## src/rtl/mem_rdata_checker_pkg.sv

```systemverilog
// ---------------------------------------------------------------------------
// mem_rdata_checker_pkg
//
// Shared definitions for the BIST read-return checker:
//   - geometry of the SRAM bank array and of the fail-log entries
//   - rd_tag_t: everything about a read that must travel alongside it
//     through the bank latency
//   - csb_ok(): decides whether a read's chip selects are consistent with
//     the bank it claims to read from
// ---------------------------------------------------------------------------
package mem_rdata_checker_pkg;

    localparam int N_BANK  = 64;
    localparam int BANK_W  = 6;
    localparam int WADDR_W = 10;
    localparam int FADDR_W = 16;
    localparam int DATA_W  = 8;
    localparam int CNT_W   = 8;

    typedef struct packed {
        logic [BANK_W-1:0]  bank;
        logic [WADDR_W-1:0] addr;
        logic               cmp_en;
        logic [DATA_W-1:0]  exp_data;
        logic               csb_ok;
    } rd_tag_t;

    // Exactly one chip select low, and it is the selected bank. Comparing
    // the inverted CSB vector against a one-hot of the select covers both
    // the "zero low" and "several low" cases in one equality.
    function automatic logic csb_ok(input logic [N_BANK-1:0] csb,
                                    input logic [BANK_W-1:0] sel);
        logic [N_BANK-1:0] w_onehot;
        w_onehot      = '0;
        w_onehot[sel] = 1'b1;
        return (~csb == w_onehot);
    endfunction

endpackage

```

## src/rtl/mem_rdata_checker_fail_log.sv

```systemverilog
// ---------------------------------------------------------------------------
// mem_fail_log
//
// LOG_DEPTH-entry FIFO of failing {bank, addr} words.
//
// Ports:
//   i_clk, i_rst_n   clock, asynchronous active-low reset
//   i_push           mismatch to record this cycle
//   i_push_data      {bank, addr} of the mismatch
//   i_pop            consumer ready; pops only when the log is not empty
//   i_clear          empties the log and clears the overflow flag; it
//                    takes priority over a same-cycle push or pop
//   o_empty          log holds no entries
//   o_overflow       sticky: a push was dropped because the log was full
//   o_head           registered head entry; holds its last value when empty
//
// Build option MEM_RDATA_CHECKER_DEDUP_EN: every valid entry is compared in
// parallel against the incoming word, and a match suppresses the push (so a
// duplicate can never be dropped and can never raise the overflow flag).
// ---------------------------------------------------------------------------
module mem_fail_log
    import mem_rdata_checker_pkg::*;
#(
    parameter int LOG_DEPTH = 4
) (
    input  logic               i_clk,
    input  logic               i_rst_n,
    input  logic               i_push,
    input  logic [FADDR_W-1:0] i_push_data,
    input  logic               i_pop,
    input  logic               i_clear,
    output logic               o_empty,
    output logic               o_overflow,
    output logic [FADDR_W-1:0] o_head
);

    localparam int PTR_W = (LOG_DEPTH > 1) ? $clog2(LOG_DEPTH) : 1;
    localparam int CNT_LW = PTR_W + 1;
    localparam logic [CNT_LW-1:0] DEPTH_C = CNT_LW'(LOG_DEPTH);

    logic [FADDR_W-1:0] r_mem [LOG_DEPTH];
    logic [PTR_W-1:0]   r_wptr;
    logic [PTR_W-1:0]   r_rptr;
    logic [CNT_LW-1:0]  r_count;
    logic               r_overflow;
    logic [FADDR_W-1:0] r_head;

    logic               w_full;
    logic               w_empty;
    logic               w_dup;
    logic               w_push_req;
    logic               w_pop;
    logic               w_push_ok;
    logic               w_drop;
    logic [PTR_W-1:0]   w_rptr_next;
    logic [CNT_LW-1:0]  w_count_next;
    logic [FADDR_W-1:0] w_head_next;

    assign w_full  = (r_count == DEPTH_C);
    assign w_empty = (r_count == '0);

`ifdef MEM_RDATA_CHECKER_DEDUP_EN
    // An entry is live when its distance from the read pointer is below the
    // occupancy; pointer subtraction wraps because the depth is a power of 2.
    logic [LOG_DEPTH-1:0] w_hit_vec;
    genvar gi;
    generate
        for (gi = 0; gi < LOG_DEPTH; gi++) begin : g_dedup
            logic [PTR_W-1:0] w_ofs;
            assign w_ofs         = PTR_W'(gi) - r_rptr;
            assign w_hit_vec[gi] = ({1'b0, w_ofs} < r_count) &&
                                   (r_mem[gi] == i_push_data);
        end
    endgenerate
    assign w_dup = |w_hit_vec;
`else
    assign w_dup = 1'b0;
`endif

    assign w_push_req = i_push & ~w_dup;
    assign w_pop      = i_pop & ~w_empty;
    // A full log still accepts the push when the head leaves this cycle.
    assign w_push_ok  = w_push_req & (~w_full | w_pop);
    assign w_drop     = w_push_req & w_full & ~w_pop;

    assign w_rptr_next  = r_rptr + PTR_W'(w_pop);
    assign w_count_next = r_count + CNT_LW'(w_push_ok) - CNT_LW'(w_pop);

    // The new head is the word being written only when it lands on the slot
    // the read pointer moves to (log empty, or one entry being replaced).
    always_comb begin
        w_head_next = r_mem[w_rptr_next];
        if (w_push_ok && (r_wptr == w_rptr_next)) begin
            w_head_next = i_push_data;
        end
    end

    always_ff @(posedge i_clk or negedge i_rst_n) begin
        if (!i_rst_n) begin
            r_wptr     <= '0;
            r_rptr     <= '0;
            r_count    <= '0;
            r_overflow <= 1'b0;
            r_head     <= '0;
        end else if (i_clear) begin
            r_wptr     <= '0;
            r_rptr     <= '0;
            r_count    <= '0;
            r_overflow <= 1'b0;
        end else begin
            if (w_push_ok) begin
                r_wptr <= r_wptr + PTR_W'(1);
            end
            r_rptr  <= w_rptr_next;
            r_count <= w_count_next;
            if (w_drop) begin
                r_overflow <= 1'b1;
            end
            if (w_count_next != '0) begin
                r_head <= w_head_next;
            end
        end
    end

    // Storage carries no reset: entries are only ever read once the
    // occupancy count says they were written.
    always_ff @(posedge i_clk) begin
        if (w_push_ok && !i_clear) begin
            r_mem[r_wptr] <= i_push_data;
        end
    end

    assign o_empty    = w_empty;
    assign o_overflow = r_overflow;
    assign o_head     = r_head;

endmodule

```

## config.mk

```make
export PLATFORM = sky130hd
export DESIGN_NAME = mem_fail_log
export DESIGN_NICKNAME = d
export VERILOG_FILES = /design/src/rtl/mem_rdata_checker_pkg.sv /design/src/rtl/mem_rdata_checker_fail_log.sv
export SDC_FILE = /design/constraint.sdc
export NUM_CORES = 1
export LEC_CHECK = 0
export ABC_AREA = 0
export CORE_AREA = 4 4 98 100
export CTS_CLUSTER_DIAMETER = 50
export DETAILED_ROUTE_END_ITERATION = 6
export DIE_AREA = 0 0 102 104
export PLACE_DENSITY = 0.68
export SYNTH_ARGS = -nofsm -noshare
export SYNTH_HDL_FRONTEND = slang
export SYNTH_SLANG_ARGS = --single-unit
```

## constraint.sdc

```tcl
create_clock -name i_clk -period 3.7 [get_ports i_clk]
set_clock_uncertainty 0.15 [all_clocks]
set_input_delay 0.74 -clock i_clk [delete_from_list [all_inputs] [get_ports i_clk]]
set_output_delay 0.74 -clock i_clk [all_outputs]
set_load 0.05 [all_outputs]
```

==> impl_results.md, run 1 <==
- Sequential element share of the synthesized area: 0.701
- Fin. Hold Viols: 0
- Worst-path clk slew: 80 ps
- Total CTS buffers: 9
- Area grow syn2layout: 21.5%
- WL/cell: 17.9 um
- DP Area: 0.00419 mm^2
- Number of port buffers: 38
- Placed wire-length estimate: 4200 um
- Minimum clock period: 3410 ps
- Worst Setup Start Kind: input pin
- Pwr dens: 783 mW/mm^2
- Remaining global-route overflow: 0
- CP endpoint kind: register
- Max Cap Viol: 0
- Synth cell count leaders: edfxtp_1 (64), dfrtp_1 (24), nor2_1 (23)
- Synth area leader: edfxtp_1
- Warnings, synthesis: 0
- First drt pass iteration count: 4
- Seq cells post-synth: 88
- Worst-path cell chain: clkdlybuf4s50_1 -> or4b_4 -> nand2_1 -> ha_1 -> inv_1 -> ha_1 -> inv_1 -> fa_1 -> xnor3_1 -> a31oi_2 -> buf_12 -> nor2_1 -> a21oi_1
- Leak: 1.65 nW
- Hold buffers post-CTS: 0
- Finished Cell Area: 0.00437 mm^2
- Largest net degree at the start of global routing: 33
- Cells after synthesis: 203
- Post-synth net total: 232
- Least-Margin Pin Slew: 516 ps
- Initial Util: 0.414
- Final WL: 6580 um
- GPL Wtd Cong: 0.719
- Die H: 104 um
- Fraction of registers with async set/reset: 0.273
- First-pass GRT wire length: 10,700 um
- NumNets Final: 284
- Root buffer cell: clkbuf_8
- Die W: 102 um
- Dominant register cell in the synthesized netlist: edfxtp_1
- CTS max path bufs: 2
- DRC errors left: 0
- R2R setup slack: 640 ps
- IO Pins: 39
- Gr usage total: 0.133
- Antenna cells: 0
- Max VDD drop: 0.284 mV
- Mapped Area: 0.00360 mm^2
- Dominant cells by area after synthesis: edfxtp_1 (53%), dfrtp_1 (17%), mux4_2 (10%)
- Die ar.: 0.0106 mm^2
- Hold WS: 359 ps
- Most numerous cell in the Yosys netlist: edfxtp_1
- Htree depth: 3
- Post-CTS setup buffers: 0
- Initial antenna violation count: 0
- Vias in the first global route: 1,960
- Design Power: 3.42 mW
- Outcome: finished, final reports clean
- Setup CP Type: input pin to register
- Setup TNS: 0 ps
- Layout cells sized above 1: 0.173
- Final core area utilization: 0.503
- CP peak stage delay: 540 ps
- RSZ-0062 raised after global routing: no
- Period utilisation layout: 0.922
- Synth cell types: 24
- Worst path top cell family by delay: buffers and inverters
- Max_slew headroom: 0.655
- Total core area: 0.00868 mm^2
- Worst-skew pair later-pin latency: 340 ps
- Avg Inst Size Synth: 17.7 um^2
- Worst hold path type: register to register
- Max Freq: 293 MHz
- Synth top area share: 0.534
- Worst Path Arrival: 3520 ps
- Initial detailed-routing violation count: 76
- Fillers: 772
- Critical Path Fanout Max: 32
- Final setup viols: 0
- Site Rows: 34
- Via-to-Cell Ratio: 5.10
- CTS tree: built
- Worst path slowest cell: or4b_4
- EDFF count, synth: 64
- Critical Path RT: 3810 ps
- Reg area: 0.00252 mm^2
- Vias: 1,876
- Post-cts resize count: 0
- Post-route ant nets: 0
- Bufs and invs on worst path: 4
- Clk sink count: 88
- Max-slew violations: 0
- Multi-input logic area: 998 um^2
==> worst paths after layout <==
kind | end | start | cells past startpoint
min in group asynchronous | o_head[7] | i_rst_n | 2
min reg2reg | o_overflow | o_overflow | 2
min | o_overflow | o_overflow | 2
max in group asynchronous | o_head[13] | i_rst_n | 2
max reg2reg | o_head[4] | r_count[1] | 12
max | o_head[4] | i_pop | 13
==> routing by layer <==
layer	global-route usage	up-vias	wire, um
met5	0	-	0
li1	-	871	-
met2	0.202	37	3180
met3	0.0416	5	302
met1	0.184	963	3050
met4	0.0366	0	50
==> cells by family after synthesis <==
family	share of synthesized area
flops	0.701
simple gates	0.0525
mux	0.145
compound gates	0.0254
buf+inv	0.0240
fa+ha+maj	0.0299
xor+xnor	0.0219
==> worst reg2reg max path, cell delays in order, from the launching register on <==
cell     delay, ps
dfrtp_1        460
or4b_4         540
nand2_1        110
ha_1           230
inv_1           60
ha_1           120
inv_1           40
fa_1           360
xnor3_1        220
a31oi_2        260
buf_12         220
nor2_1          80
a21oi_1        120
==> flip-flops by register name (all words and copies together), names as in the netlist <==
register and cells:
r_mem 64, o_overflow 1, r_rptr 2, r_wptr 2
o_head 16, r_count 3
==> through the flow <==
step	std cells	setup slack, ps
floorplan	203	241
global placement	352	26.2
detailed placement	352	-65.7
CTS	368	303
global route	368	118
finish	368	288
==> power breakdown <==
group | internal, mW | switching, mW
sequential | 1.21 | 0.0823
combinational | 0.649 | 0.851
clock | 0.314 | 0.318
total | 2.17 | 1.25
==> cell type report <==
cell class	instances	share of cell area
flip-flops and latches	88	0.577
multi-input cells	100	0.229
inverters	6	0.00515
clock buffers	13	0.0318
repair buffers	50	0.116
clock inverters	3	0.0100
well taps	108	0.0309
==> layout by cell type, fill, tap and decap left out, drive strengths merged, types with 4 or more instances in the layout <==
cell / instances
and3: 4
nor2b: 4
ha: 7
buf: 12
a21oi: 17
edfxtp: 64
clkbuf: 13
mux4: 16
nor2: 23
inv: 6
dfrtp: 24
clkdlybuf4s50: 38
mux2i: 16
Power figures use the tool's default switching activity.
==> inputs of run 2 (changes only) <==
MAX_ROUTING_LAYER = met4   (was not set)
==> run 2 against run 1 <==
Compared with the run above:
- fmax barely moved
- largest cell class unchanged
- sequential power is essentially flat
- flip-flop and latch count unchanged
- wire length up 0.43%
- highest routed layer unchanged
==> impl_results.md, run 2 (synthesis gave the netlist of run 1 again) <==
- CTS max path bufs: 2 (unchanged)
- Pwr dens: 785 mW/mm^2 (+0.14%)
- Gr usage total: 0.137 (+0.00388)
- Reg-to-reg endpoint: o_head[13]
- DRC errors left: 0 (unchanged)
- Vias in the first global route: 1,959 (-0.051%)
- CP endpoint kind: register
- IO Pins: 39 (unchanged)
- Outcome: finished, final reports clean
- Least-Margin Pin Slew: 509 ps (-7.19 ps)
- Commonest non-fill, non-tap cell in the layout: edfxtp_1
- Die W: 102 um (unchanged)
- Post-CTS setup buffers: 0 (unchanged)
- Leak: 1.65 nW (unchanged)
- Max-slew violations: 0 (unchanged)
- DP Area: 0.00419 mm^2 (unchanged)
- Total core area: 0.00868 mm^2 (unchanged)
- Max_slew headroom: 0.660 (+0.00481)
- Worst path top cell family by delay: buffers and inverters
- Via-to-Cell Ratio: 5.11 (+0.21%)
- Area grow syn2layout: 21.5% (unchanged)
- Worst-path clk slew: 80 ps (about the same)
- Fillers: 772 (unchanged)
- Reg2reg path depth: 12 (unchanged)
- Setup CP Type: input pin to register
- Max Cap Viol: 0 (unchanged)
- Period utilisation layout: 0.922 (about the same)
- Max Freq: 293 MHz (about the same)
- NumNets Final: 284 (unchanged)
- Worst Setup Start Kind: input pin
- Initial antenna violation count: 0 (unchanged)
- R2R setup slack: 640 ps (about the same)
- WL/cell: 18.0 um (+0.43%)
- Layout cells sized above 1: 0.173 (unchanged)
- RSZ-0062 raised after global routing: no
- Worst-skew pair later-pin latency: 340 ps (about the same)
- CP peak stage delay: 540 ps (about the same)
- Die H: 104 um (unchanged)
- First drt pass iteration count: 4 (unchanged)
- Initial Util: 0.414 (unchanged)
- Placed wire-length estimate: 4200 um (unchanged)
- Hold buffers post-CTS: 0 (unchanged)
- Finished Cell Area: 0.00437 mm^2 (unchanged)
- Clk sink count: 88 (unchanged)
- CTS tree: built
- Worst hold path type: register to register
- Placed cells: 352 (unchanged)
- Bufs and invs on worst path: 4 (unchanged)
- First-pass GRT wire length: 10,700 um (about the same)
- Pre-CTS setup slack: -65.7 ps (unchanged)
- Critical Path Fanout Max: 32 (unchanged)
- GPL Wtd Cong: 0.728 (+1.2%)
- Post-cts resize count: 0 (unchanged)
- Initial detailed-routing violation count: 72 (-5.3%)
- Final core area utilization: 0.503 (unchanged)
- Final worst setup slack: 289 ps (+1.05 ps)
- Minimum clock period: 3410 ps (-1.05 ps)
- Htree depth: 3 (unchanged)
- Hold endpoint: o_overflow
- Root buffer cell: clkbuf_8
- Hold WS: 360 ps (+0.322 ps)
- Most flop-heavy register: r_mem
- Max reg flops: 64 (unchanged)
- Worst path slowest cell: or4b_4
- RR Startpoint: r_count[1]
- Setup TNS: 0 ps (unchanged)
- Critical Path RT: 3810 ps (about the same)
- Max VDD drop: 0.284 mV (-0.24%)
- Worst Path Arrival: 3520 ps (about the same)
- Final WL: 6610 um (+0.43%)
- Fin. Hold Viols: 0 (unchanged)
- Remaining global-route overflow: 0 (unchanged)
- Post-route ant nets: 0 (unchanged)
- Commonest non-fill, non-tap cells in the layout: edfxtp_1 (64), clkdlybuf4s50_1 (38), dfrtp_1 (24), nor2_1 (23), a21oi_1 (17)
- Final setup viols: 0 (unchanged)
- Worst hold path depth: 2 (unchanged)
- Antenna cells: 0 (unchanged)
- Design Power: 3.43 mW (+0.14%)
- Die ar.: 0.0106 mm^2 (unchanged)
- Total CTS buffers: 9 (unchanged)
- Largest net degree at the start of global routing: 33 (unchanged)
- Worst-path cell chain: clkdlybuf4s50_1 -> or4b_4 -> nand2_1 -> ha_1 -> inv_1 -> ha_1 -> inv_1 -> fa_1 -> xnor3_1 -> a31oi_2 -> buf_12 -> nor2_1 -> a21oi_1
- Worst min-delay path startpoint: o_overflow
- Vias: 1,880 (+0.21%)
- Number of port buffers: 38 (unchanged)
- Site Rows: 34 (unchanged)
- Final Non-Filler Cells: 368 (unchanged)
run 2: worst max-delay path by stage:
stage                from    endpoint  slack (ps)  depth (start not counted)
floorplan           i_pop  o_head[10]         240                         12
global placement    i_pop   o_head[5]          30                         13
detailed placement  i_pop   o_head[4]         -70                         13
CTS                 i_pop   o_head[4]         300                         13
global route        i_pop   o_head[4]         120                         13
finish              i_pop  o_head[13]         290                         13
run 2: routing by layer:
| layer | track usage | part of all wire |
|---|---|---|
| met1 | 0.187 | 0.47 |
| met2 | 0.202 | 0.48 |
| met3 | 0.0389 | 0.044 |
| met4 | 0.0366 | 0.0071 |
| met5 | - | 0 |
run 2: cell type report:
cell class | instances | area [um^2] | share of cell area
well taps | 108 | 135 | 0.0309
clock inverters | 3 | 43.8 | 0.0100
repair buffers | 50 | 508 | 0.116
flip-flops and latches | 88 | 2520 | 0.577
inverters | 6 | 22.5 | 0.00515
clock buffers | 13 | 139 | 0.0318
multi-input cells | 100 | 998 | 0.229
run 2: power breakdown:
| group | switching, mW | leakage, nW | total (mW) | internal, mW |
|---|---|---|---|---|
| logic | 0.852 | 0.691 | 1.50 | 0.649 |
| registers | 0.0830 | 0.865 | 1.29 | 1.21 |
| clock network | 0.321 | 0.0916 | 0.635 | 0.314 |
run 2: worst reg2reg max path: stages, from the launching register on:
cell and delay [ps]:
dfrtp_1 460, or4b_4 540, nand2_1 110, ha_1 230, inv_1 60, ha_1 120, inv_1 40, fa_1 360
xnor3_1 220, a31oi_2 260, buf_12 220, nor2_1 70, a21oi_1 120
==> inputs of run 3 (changes only) <==
CORE_AREA = 2 2 96 98   (was 4 4 98 100)
DIE_AREA = 0 0 98 100   (was 0 0 102 104)
GPL_TIMING_DRIVEN = 0   (was not set)
SLEW_MARGIN = 25   (was not set)
==> run 3 against run 2 <==
Compared with the run above:
- global-route usage is 1.6 points higher
- design area up 0.29%
- fmax fell by 3.1%
- core utilization fell by 1.1 points
==> impl_results.md, run 3 (synthesis gave the netlist of run 1 again) <==
- Outcome: finished, final reports clean
- Area grow syn2layout: 21.9%
- CTS max path bufs: 2 (unchanged)
- Remaining global-route overflow: 0 (unchanged)
- Total CTS buffers: 9 (unchanged)
- Placed cells: 351 (-0.28%)
- Hold WS: 228 ps (-131 ps)
- Max-slew violations: 0 (unchanged)
- M3 GR Usage: 0.0327 (-0.00617)
- Die ar.: 0.00980 mm^2 (-7.6%)
- Die H: 100 um (-3.8%)
- Finished Cell Area: 0.00438 mm^2 (+0.29%)
- Initial Util: 0.405 (-0.00986)
- Root buffer cell: clkbuf_8
- Max Cap Viol: 0 (unchanged)
- Worst path slowest cell: or4b_4
- Worst Path Arrival: 3610 ps (+90 ps)
- CTS tree: built
- Placed wire-length estimate: 4220 um (+0.58%)
- CP endpoint kind: register
- First drt pass iteration count: 4 (unchanged)
- Hold buffers post-CTS: 0 (unchanged)
- Pwr dens: 821 mW/mm^2 (+4.6%)
- Met1 usage: 0.206 (+0.0198)
- DRC errors left: 0 (unchanged)
- Fin. Hold Viols: 0 (unchanged)
- Gr usage total: 0.153 (+0.0159)
- Max VDD drop: 0.257 mV (-9.4%)
- Initial antenna violation count: 0 (unchanged)
- Fillers: 759 (-1.7%)
- First-pass GRT wire length: 11,000 um (+3.2%)
- Commonest non-fill, non-tap cell in the layout: edfxtp_1
- Vias in the first global route: 2,019 (+3.1%)
- Number of port buffers: 37 (-2.6%)
- Total core area: 0.00889 mm^2 (+2.4%)
- Reg power frac: 0.359 (-0.018)
- Final WL: 6900 um (+4.4%)
- Initial detailed-routing violation count: 124 (+72%)
- Clk sink count: 88 (unchanged)
- NumNets Final: 284 (unchanged)
- Leak: 1.65 nW (+0.33%)
- Via-to-Cell Ratio: 5.12 (+0.19%)
- Vias: 1,899 (+1.0%)
- Critical Path Fanout Max: 8 (-75%)
- Final Non-Filler Cells: 371 (+0.82%)
- Commonest non-fill, non-tap cells in the layout: edfxtp_1 (64), clkdlybuf4s50_1 (36), dfrtp_1 (24), nor2_1 (23), a21oi_1 (17)
- IO Pins: 39 (unchanged)
- GPL Wtd Cong: 0.703 (-3.4%)
- Final worst setup slack: 179 ps (-110 ps)
- CP peak stage delay: 570 ps (+30 ps)
- Max Freq: 284 MHz (-3.1%)
- M2 GR Usage: 0.238 (+0.0357)
- Antenna cells: 0 (unchanged)
- Largest net degree at the start of global routing: 25 (-24%)
- Logic pwr share: 0.450 (+0.012)
- Period utilisation layout: 0.952 (+0.0298)
- Least-Margin Pin Slew: 930 ps (+421 ps)
- Most flop-heavy register: r_mem
- Cell-internal power: 2.25 mW (+3.6%)
- Max reg flops: 64 (unchanged)
- Htree depth: 3 (unchanged)
- Max_slew headroom: 0.380 (-0.280)
- Layout cells sized above 1: 0.196 (+0.0231)
- Final setup viols: 0 (unchanged)
- Pre-CTS setup slack: -832 ps (-767 ps)
- Worst-skew pair later-pin latency: 350 ps (about the same)
- Worst Setup Start Kind: input pin
- Worst-path clk slew: 90 ps (about the same)
- DP Area: 0.00411 mm^2 (-1.9%)
- Minimum clock period: 3520 ps (+110 ps)
- Worst hold path type: input pin to async pin
- Switching Fraction: 0.374 (+0.00771)
- Setup CP Type: input pin to register
- Site Rows: 35 (+2.9%)
- Critical Path RT: 3790 ps (-20 ps)
- WL/cell: 18.6 um (+3.6%)
- Worst-path cell chain: clkdlybuf4s50_1 -> or4b_4 -> nand2_4 -> ha_1 -> inv_1 -> ha_1 -> inv_1 -> fa_1 -> xnor3_2 -> a31oi_4 -> buf_2 -> a21oi_1
- RSZ-0062 raised after global routing: no
- Clock power frac: 0.190 (+0.005)
- P_sw: 1.35 mW (+7.1%)
- Die W: 98 um (-3.9%)
- Design Power: 3.60 mW (+4.9%)
- GR peak layer: met2
- Post-route ant nets: 0 (unchanged)
==> run 3: area by class of cell <==
type                    count  area (um^2)  share of cell area
repair buffers             42          404              0.0922
multi-input cells         100         1020               0.232
plain buffers               8         72.6              0.0166
clock inverters             5         63.8              0.0146
well taps                 111          139              0.0317
flip-flops and latches     88         2520               0.576
inverters                   6         22.5             0.00514
clock buffers              11          141              0.0323
==> run 3: metal layers <==
layer	up-vias	wire [um]
met3	4	286
met4	0	84
met5	-	0
met2	41	3440
li1	869	-
met1	985	3080
==> run 3: per-stage QoR <==
stage / setup TNS [ps] / util
final: 0 / 0.493
after global routing: 0 / 0.493
after CTS: 0 / 0.488
after detailed placement: -11900 / 0.462
after global placement: -10740 / 0.462
after floorplan: 0 / -
==> run 3: power groups by stage <==
stage          Clock (mW)  Sequential, mW  Combinational [mW]
2_1_floorplan           0            1.60               0.781
3_3_place_gp            0            1.31                1.48
3_5_place_dp            0            1.32                1.50
4_1_cts             0.697            1.30                1.54
5_1_grt             0.739            1.31                1.75
6_report            0.685            1.29                1.62
==> run 3: worst paths after layout <==
kind                             from    endpoint  slack, ps  cells after the start
hold reg to reg            o_overflow  o_overflow        360                      2
max in group asynchronous     i_rst_n   o_head[0]       2760                      1
hold / removal                i_rst_n  o_overflow        230                      1
min in group i_clk         o_overflow  o_overflow        360                      2
setup reg to reg           r_count[1]   o_head[1]        500                     11
setup / recovery                i_pop   o_head[1]        180                     12
==> run 3: worst max-delay path, delay by kind of cell <==
| family | cells | cell delay, ps |
|---|---|---|
| and+or+nand+nor | 2 | 690 |
| xor gates and xnor gates | 1 | 270 |
| AOI/OAI and AO/OA | 2 | 430 |
| buffers and inverters | 4 | 780 |
| adders and majority gates | 3 | 710 |
==> run 3: what timing repair did <==
action                                  in CTS  in global routing
cloned                                       0                  2
endpoints found under the hold margin        0                  0
pin swaps                                    0                  2
buffers inserted                             0                  3
gates resized for setup                      6                 10
endpoints found under the setup margin      16                 16
